## config.mk

```make
export PLATFORM = sky130hd
export DESIGN_NAME = alu_serial_sequencer
export DESIGN_NICKNAME = d
export VERILOG_FILES = /design/src/rtl/alu_serial_sequencer.sv
export SDC_FILE = /design/constraint.sdc
export NUM_CORES = 1
export LEC_CHECK = 0
export CORE_UTILIZATION = 53
export CTS_CLUSTER_DIAMETER = 120
export DETAILED_ROUTE_END_ITERATION = 8
export PLACE_DENSITY = 0.9
export SYNTH_ARGS = -nofsm -noshare
export SYNTH_HDL_FRONTEND = slang
export SYNTH_SLANG_ARGS = --single-unit
```

## constraint.sdc

```tcl
create_clock -name clk_i -period 4.1 [get_ports clk_i]
set_clock_uncertainty 0.2 [all_clocks]
set_input_delay 0.82 -clock clk_i [delete_from_list [all_inputs] [get_ports clk_i]]
set_output_delay 0.82 -clock clk_i [all_outputs]
set_load 0.005 [all_outputs]
```

## src/rtl/alu_serial_sequencer.sv

```systemverilog
// Bit-serial 32-bit ALU: a single 1-bit slice is stepped LSB first, and the
// slice carry-out is fed back as the carry-in of the next bit.
// One operation is accepted per start/done handshake.
module alu_serial_sequencer (
  input  logic        clk_i,
  input  logic        rst_i,
  input  logic        start_i,
  input  logic [31:0] src1_i,
  input  logic [31:0] src2_i,
  input  logic [3:0]  ctrl_i,
  output logic        busy_o,
  output logic        done_o,
  output logic [31:0] result_o,
  output logic        zero_o,
  output logic        cout_o,
  output logic        overflow_o
);

  typedef enum logic [1:0] {S_IDLE, S_SHIFT, S_DONE} state_t;

  localparam logic [3:0] OP_AND = 4'b0000;
  localparam logic [3:0] OP_OR  = 4'b0001;
  localparam logic [3:0] OP_ADD = 4'b0010;
  localparam logic [3:0] OP_SUB = 4'b0110;
  localparam logic [3:0] OP_SLT = 4'b0111;
  localparam logic [3:0] OP_NOR = 4'b1100;

  // Decoded control word, in this bit order: {valid, a_invert, b_invert, sel[1:0], cin0}.
  function automatic logic [5:0] decode(input logic [3:0] op);
    case (op)
      OP_AND:  decode = 6'b1_0_0_00_0;
      OP_OR:   decode = 6'b1_0_0_01_0;
      OP_ADD:  decode = 6'b1_0_0_10_0;
      OP_SUB:  decode = 6'b1_0_1_10_1;
      OP_SLT:  decode = 6'b1_0_1_10_1;
      OP_NOR:  decode = 6'b1_1_1_00_0;
      default: decode = 6'b0_0_0_00_0;
    endcase
  endfunction

  state_t      state_q, state_d;
  logic [4:0]  cnt_q, cnt_d;
  logic [31:0] a_q, a_d, b_q, b_d, sh_q, sh_d;
  logic [3:0]  ctrl_q, ctrl_d;
  logic        carry_q, carry_d;
  logic [31:0] result_q, result_d;
  logic        zero_q, zero_d, cout_q, cout_d, ovf_q, ovf_d;

  logic [5:0]  dec_cur, dec_new;
  logic        a_bit, b_bit, s_sum, s_cout, s_out;
  logic        is_arith, is_slt, ovf31;
  logic [31:0] fin;

  assign dec_cur  = decode(ctrl_q);
  assign dec_new  = decode(ctrl_i);
  assign is_arith = (ctrl_q == OP_ADD) || (ctrl_q == OP_SUB);
  assign is_slt   = (ctrl_q == OP_SLT);

  // One ALU bit slice, operating on bit cnt of the captured operands.
  always_comb begin
    a_bit  = a_q[cnt_q] ^ dec_cur[4];
    b_bit  = b_q[cnt_q] ^ dec_cur[3];
    s_sum  = a_bit ^ b_bit ^ carry_q;
    s_cout = (a_bit & b_bit) | (a_bit & carry_q) | (b_bit & carry_q);
    case (dec_cur[2:1])
      2'b00:   s_out = a_bit & b_bit;
      2'b01:   s_out = a_bit | b_bit;
      2'b10:   s_out = s_sum;
      default: s_out = 1'b0;  // the less input stays 0 while bits are shifting
    endcase
  end

  // Next-state and datapath control for the sequencer.
  always_comb begin
    state_d  = state_q;
    cnt_d    = cnt_q;
    a_d      = a_q;
    b_d      = b_q;
    ctrl_d   = ctrl_q;
    carry_d  = carry_q;
    sh_d     = sh_q;
    result_d = result_q;
    zero_d   = zero_q;
    cout_d   = cout_q;
    ovf_d    = ovf_q;
    ovf31    = carry_q ^ s_cout;  // carry into bit 31 XOR carry out of bit 31
    fin      = {s_out, sh_q[30:0]};
    case (state_q)
      S_IDLE: begin
        if (start_i) begin
          a_d     = src1_i;
          b_d     = src2_i;
          ctrl_d  = ctrl_i;
          cnt_d   = 5'd0;
          carry_d = dec_new[0];
          sh_d    = 32'd0;
          state_d = S_SHIFT;
        end
      end
      S_SHIFT: begin
        sh_d[cnt_q] = s_out;
        carry_d     = s_cout;
        if (cnt_q == 5'd31) begin
          // The fixups are registered on the edge into DONE, so the results
          // are already valid in the cycle that done_o is high.
          if (!dec_cur[5])  fin = 32'd0;
          else if (is_slt)  fin = {31'd0, s_sum ^ ovf31};
          result_d = fin;
          zero_d   = (fin == 32'd0);
          cout_d   = is_arith & s_cout;
          ovf_d    = is_arith & ovf31;
          state_d  = S_DONE;
        end else begin
          cnt_d = cnt_q + 5'd1;
        end
      end
      default: state_d = S_IDLE;
    endcase
  end

  // State and datapath registers, with a synchronous reset.
  always_ff @(posedge clk_i) begin
    if (rst_i) begin
      state_q  <= S_IDLE;
      cnt_q    <= 5'd0;
      a_q      <= 32'd0;
      b_q      <= 32'd0;
      ctrl_q   <= 4'd0;
      carry_q  <= 1'b0;
      sh_q     <= 32'd0;
      result_q <= 32'd0;
      zero_q   <= 1'b0;
      cout_q   <= 1'b0;
      ovf_q    <= 1'b0;
    end else begin
      state_q  <= state_d;
      cnt_q    <= cnt_d;
      a_q      <= a_d;
      b_q      <= b_d;
      ctrl_q   <= ctrl_d;
      carry_q  <= carry_d;
      sh_q     <= sh_d;
      result_q <= result_d;
      zero_q   <= zero_d;
      cout_q   <= cout_d;
      ovf_q    <= ovf_d;
    end
  end

  assign busy_o     = (state_q != S_IDLE);
  assign done_o     = (state_q == S_DONE);
  assign result_o   = result_q;
  assign zero_o     = zero_q;
  assign cout_o     = cout_q;
  assign overflow_o = ovf_q;

endmodule

```

After elaboration in Yosys (flattened, before gate mapping)
Cells that the tools add are included.
{"block": "classes", "addsub": 1, "n_mul": 0, "n_div": 0, "magnitude_cmp": 2, "n_eq_ne": 18, "n_shift": 0, "muxes": 24, "n_bitwise": 14, "n_reduce_logical": 16}
{"operator": "$mux 32", "count": 5}
{"operator": "$pmux 32 s2", "count": 1}
{"operator": "$bwmux 32", "count": 1}
{"operator": "$logic_not 32->1", "count": 1}
{"operator": "$pmux 6 s5", "count": 1}
{"operator": "$eq 4x3->1 const B", "count": 4}
{"operator": "$bmux 1 s5", "count": 2}
{"operator": "$mux 5", "count": 2}
{"operator": "$pmux 5 s2", "count": 1}
{"operator": "$eq 4x1->1 const B", "count": 2}
{"operator": "$eq 4x2->1 const B", "count": 2}
{"operator": "$eq 4x4->1 const B", "count": 2}
{"operator": "$logic_not 4->1", "count": 2}
{"operator": "$reduce_and 2->1", "count": 4}
{"operator": "$lt 5x6->1 const B", "count": 1}
{"operator": "$ne 2x2->1 const B", "count": 3}
{"operator": "$xor 1x1->1", "count": 6}
{"operator": "$add 5x1->5 const B", "count": 1}
{"operator": "$and 1x1->1", "count": 5}
{"operator": "$demux 1 s5", "count": 1}
{"operator": "$eq 5x5->1 const B", "count": 1}
{"operator": "$ge 5x1->1 const B", "count": 1}
{"operator": "$pmux 1 s5", "count": 1}
{"operator": "$eq 2x1->1 const B", "count": 2}
{"operator": "13 further kinds", "count": 23}
{"block": "totals", "reg_bits": 143, "latchBits": 0, "mem_bits_rw": 0, "mem_bits_ro": 0, "inputBits": 71, "output_inout_bits": 37, "wordCells": 86, "mem_count": 0}

Depth between registers and ports, before layout
{"block": "logic_depth", "ltp_word": 14, "mapped_depth": 15, "ltp_nobuf": 13}

Least setup slack after synthesis
Ideal clock, no wire load.
{"block": "synth_timing", "path_type": "register to register", "startpoint": "reg cnt_q[0]", "endpoint": "reg sh_q[2]", "setup_time_ps": 70, "arrival_ps": 2922, "required_ps": 3830, "slack_ps": 908, "stages_incl_launch_ff": 12, "n_path_buf": 2, "synth_period_minus_slack_ps": 3192, "cell_sequence": "dfxtp_1 -> buf_6 -> mux4_2 -> a222oi_1 -> nand3_1 -> xor2_1 -> fa_1 -> a31oi_1 -> o22ai_2 -> and3_1 -> buf_2 -> a21oi_1"}
{"block": "synth_via", "elab_chain_len": 8, "elab_cells_between_ends": 18, "cone_classes": "2 x order compare; 9 x mux; 6 x bitwise; 1 x reduce/logical"}
{"element": "start, declared", "line_no": "42", "text": "logic [4:0] cnt_q, cnt_d;"}
{"element": "start signal, assigned", "line_no": "137", "text": "cnt_q <= cnt_d;"}
{"element": "$bmux 1 s5, on equally long branches", "line_no": "61, 62"}
{"element": "$mux 1, on equally long branches", "line_no": "61, 62"}
{"element": "$xor 1x1->1, on equally long branches", "line_no": "61, 62"}
{"element": "$xor 1x1->1 (2 in series)", "line_no": "63", "text": "s_sum = a_bit ^ b_bit ^ carry_q;"}
{"element": "$pmux 1 s3", "line_no": "65", "text": "case (dec_cur[2:1])"}
{"element": "$bwmux 32 (*)", "line_no": "101", "text": "sh_d[cnt_q] = s_out;"}
{"element": "$pmux 32 s2 (*)", "line_no": "88", "text": "case (state_q)"}
{"element": "end signal, assigned", "line_no": "130", "text": "sh_q <= 32'd0;"}
{"element": "end signal, assigned", "line_no": "142", "text": "sh_q <= sh_d;"}
{"element": "end, declared", "line_no": "43", "text": "logic [31:0] a_q, a_d, b_q, b_d, sh_q, sh_d;"}
Every way passes the cells marked *; elsewhere a longest branch is shown, timed or not. The select of a mux whose other input is x is not followed.
A chain may end at the register's enable or synchronous reset.

Final worst setup path
{"block": "layout_timing", "startpoint": "reg cnt_q[1]", "endpoint": "reg sh_q[11]"}
The elaborated chain is that of the path after synthesis.

==> out/metrics.yaml <==
synthesis:
  synth_area_leaders: "dfxtp_1, nand2_1, a21oi_1"
  ys.warnings.count: 0
  ys_ff_latch: 142
  syn_inst: 741
  synth_edf_count: 0
  ys.flop_type: "dfxtp_1"
  ys_types: 59
  ys_seq_area_share_pct: 46.3
  synth_top_area_share_pct: 46.3
  yosysTopAreaCell: "dfxtp_1"
  async_flop_share_pct: 0
  syn_area_per_cell_um2: 8.28
  syn_nets: 821
  syn_area_um2: 6130
routing:
  firstDrtPassIters: 5
  remaining_drc_errors: 0
  drtAntennaViolNets: 0
  wl_per_cell_um: 16.2
  dr_total_vias: 5687
  drt_iter0_drc: 528
  drt-total-wl_um: 15800
  via_per_inst: 5.83
cts:
  postCtsSetupBuffers: 0
  clkSlewWorstSetupHoldPaths_ps: 60
  clk_path_buf_depth: 2
  clock-root-buffer: "clkbuf_16"
  cts_tree: "yes"
  cts_resized: 0
  cts_buffers: 17
  clock_latency_ps: 420
  hold_buffers: 0
  h-tree-depth: 4
  clock-sinks: 142
grt:
  grt_max_degree: 73
  grt_pass1_vias: 5468
  grt_pass1_wl_um: 25600
  grt_usage_pct: 27.5
  globalRouteOverflowTotal: 0
  antenna_found_initial: 0
pwr:
  finalPower_uw: 3310
  vdd_drop_max_mv: 0.285
  power-per-cell-area_nw_per_um2: 422
  leakagePower_uw: 0.00278
floorplanning:
  ios: 108
  start_util_pct: 55.4
  num_rows: 38
  design.core.area_um2: 11100
  die_w_um: 110
  die_height_um: 110
  die_area_um2: 12000
final_layout:
  syn_to_final_growth_pct: 27.8
  drive_gt1_share_pct: 7.78
  register_area_um2: 2840
  fill_cells: 812
  stdcell_count: 975
  diodes: 0
  fin_nets: 902
  multi_input_area_um2: 3000
  postLayoutCoreUtil_pct: 70.8
timing:
  finalCriticalPeriod_ps: 3780
  hold_violations: 0
  worstMarginPinSlew_ps: 991
  post-route-period-util_pct: 92.2
  fin_ws_ps: 318
  slew_violations: 0
  max_freq_mhz: 264
  final.setup.tns_ps: 0
  grt_setup_unrepaired: "no"
  slew_headroom_pct: 33.4
  setup_viol: 0
critical_path:
  path_max_fanout: 21
  r2r-end: "sh_q[11]"
  start_kind: "flip-flop"
  critPathCaptureType: "flip-flop"
  critPathArrivalTime_ps: 3840
  reg2reg_depth: 12
  required_ps: 4160
  r2r_slack_ps: 320
  critical_path.startpoint: "cnt_q[1]"
  critical_path_class: "flip-flop to flip-flop"
  r2r-start: "cnt_q[1]"
hold_path:
  hold_end: "a_q[21]"
  hold_path_depth: 2
  min_path_type: "flip-flop to flip-flop"
  hold_start: "a_q[21]"
job:
  cap_violations: 0
place:
  hpwl_um: 10300
  placed_cells: 943
  routabilityCongestion: 0.861
  port_buffers: 107
  dp_slack_ps: 400
run_status:
  status: "finished, final reports clean"
[cell families (layout without fill, tap and decap cells)]
logic type	Yosys count	in the layout	synth area share [%]
AO/OA/AOI/OAI	190	190	18.2
multiplexers	27	27	5.83
AND/OR/NAND/NOR	301	301	21.8
buffers and inverters	66	160	4.87
flip-flops	142	142	46.3
adder cells (fa/ha/maj)	9	9	2.08
XOR/XNOR	6	6	0.857
[report_power, final]
part | internal, uW | switching, uW | total [uW] | leakage [uW]
logic | 126 | 147 | 273 | 0.00133
registers | 1420 | 29.9 | 1450 | 0.00115
clock network | 966 | 617 | 1580 | 0.000296
total | 2510 | 794 | 3310 | 0.00278
[area by class of cell]
cell class | instances | share of cell area, %
flip-flops and latches | 142 | 36.3
repair buffers | 122 | 15.2
multi-input cells | 533 | 38.2
inverters | 6 | 0.287
well taps | 140 | 2.23
clock inverters | 15 | 2.35
clock buffers | 17 | 5.43
[synthesized netlist by cell type, types with 6 or more instances]
library cell,instances
nand2_1,183
dfxtp_1,142
a21oi_1,135
nand3_1,40
a22oi_1,31
clkbuf_1,30
nor2_1,23
mux2i_1,20
buf_2,17
nor4_1,10
buf_1,8
nor3_1,8
ha_1,7
and3_1,6
inv_1,6
[how the worst max path moves through the flow]
stage / endpoint / cells past startpoint
after floorplan: sh_q[2] / 11
after global placement: sh_q[8] / 12
after detailed placement: sh_q[8] / 12
after CTS: sh_q[8] / 12
after global routing: sh_q[10] / 12
final: sh_q[11] / 12
[registers in the layout, summed over array words and instances, names as in the netlist]
register,count
b_q,32
ctrl_q,4
state_q,2
sh_q,31
zero_o,1
overflow_o,1
cnt_q,5
a_q,32
carry_q,1
cout_o,1
result_o,32
[metrics by stage]
| stage | hold WS, ps | cell area (um2) |
|---|---|---|
| 2_1_floorplan | 232 | 6130 |
| 3_3_place_gp | 237 | 7230 |
| 3_5_place_dp | 242 | 7230 |
| 4_1_cts | 251 | 7840 |
| 5_1_grt | 268 | 7840 |
| 6_report | 250 | 7840 |
[layout by cell type (no fill, tap or decap), drive strengths merged, types with 2 or more instances in the layout]
cell type        n
or3              3
nand2          183
clkinv           5
a21oi          135
o21ai            3
clkbuf          17
o32a             3
nor4            10
nor3             9
xor2             4
and3             6
inv             11
fa               2
bufinv           3
nand4            2
clkdlybuf4s50  106
clkinvlp         2
a31oi            2
a22oi           31
ha               7
nand3b           2
dfxtp          142
or2              5
o221ai           2
and2             6
nand2b           4
o22ai            2
mux4             6
xnor2            2
a211oi           2
nor3b            2
nor2            24
nand3           40
mux2i           20
buf             16
o32ai            2
[critical path, cell delays in order, from the launching register on]
cell	delay, ps
dfxtp_1	500
buf_12	220
mux2i_1	200
nor3_1	80
o31ai_2	240
o211ai_1	110
or3_4	430
xnor2_1	170
fa_1	490
a31oi_1	100
o22ai_2	400
and3_1	360
a21oi_1	120
[per-layer routing]
layer	vias to the layer above	global-route usage, %	share of wire, %
li1	2736	-	-
met1	2664	32.8	40
met2	251	48.3	51
met3	36	5.81	7.1
met4	0	10.8	2.0
met5	-	0	0
Note: power is estimated with default switching activity, not from simulation.
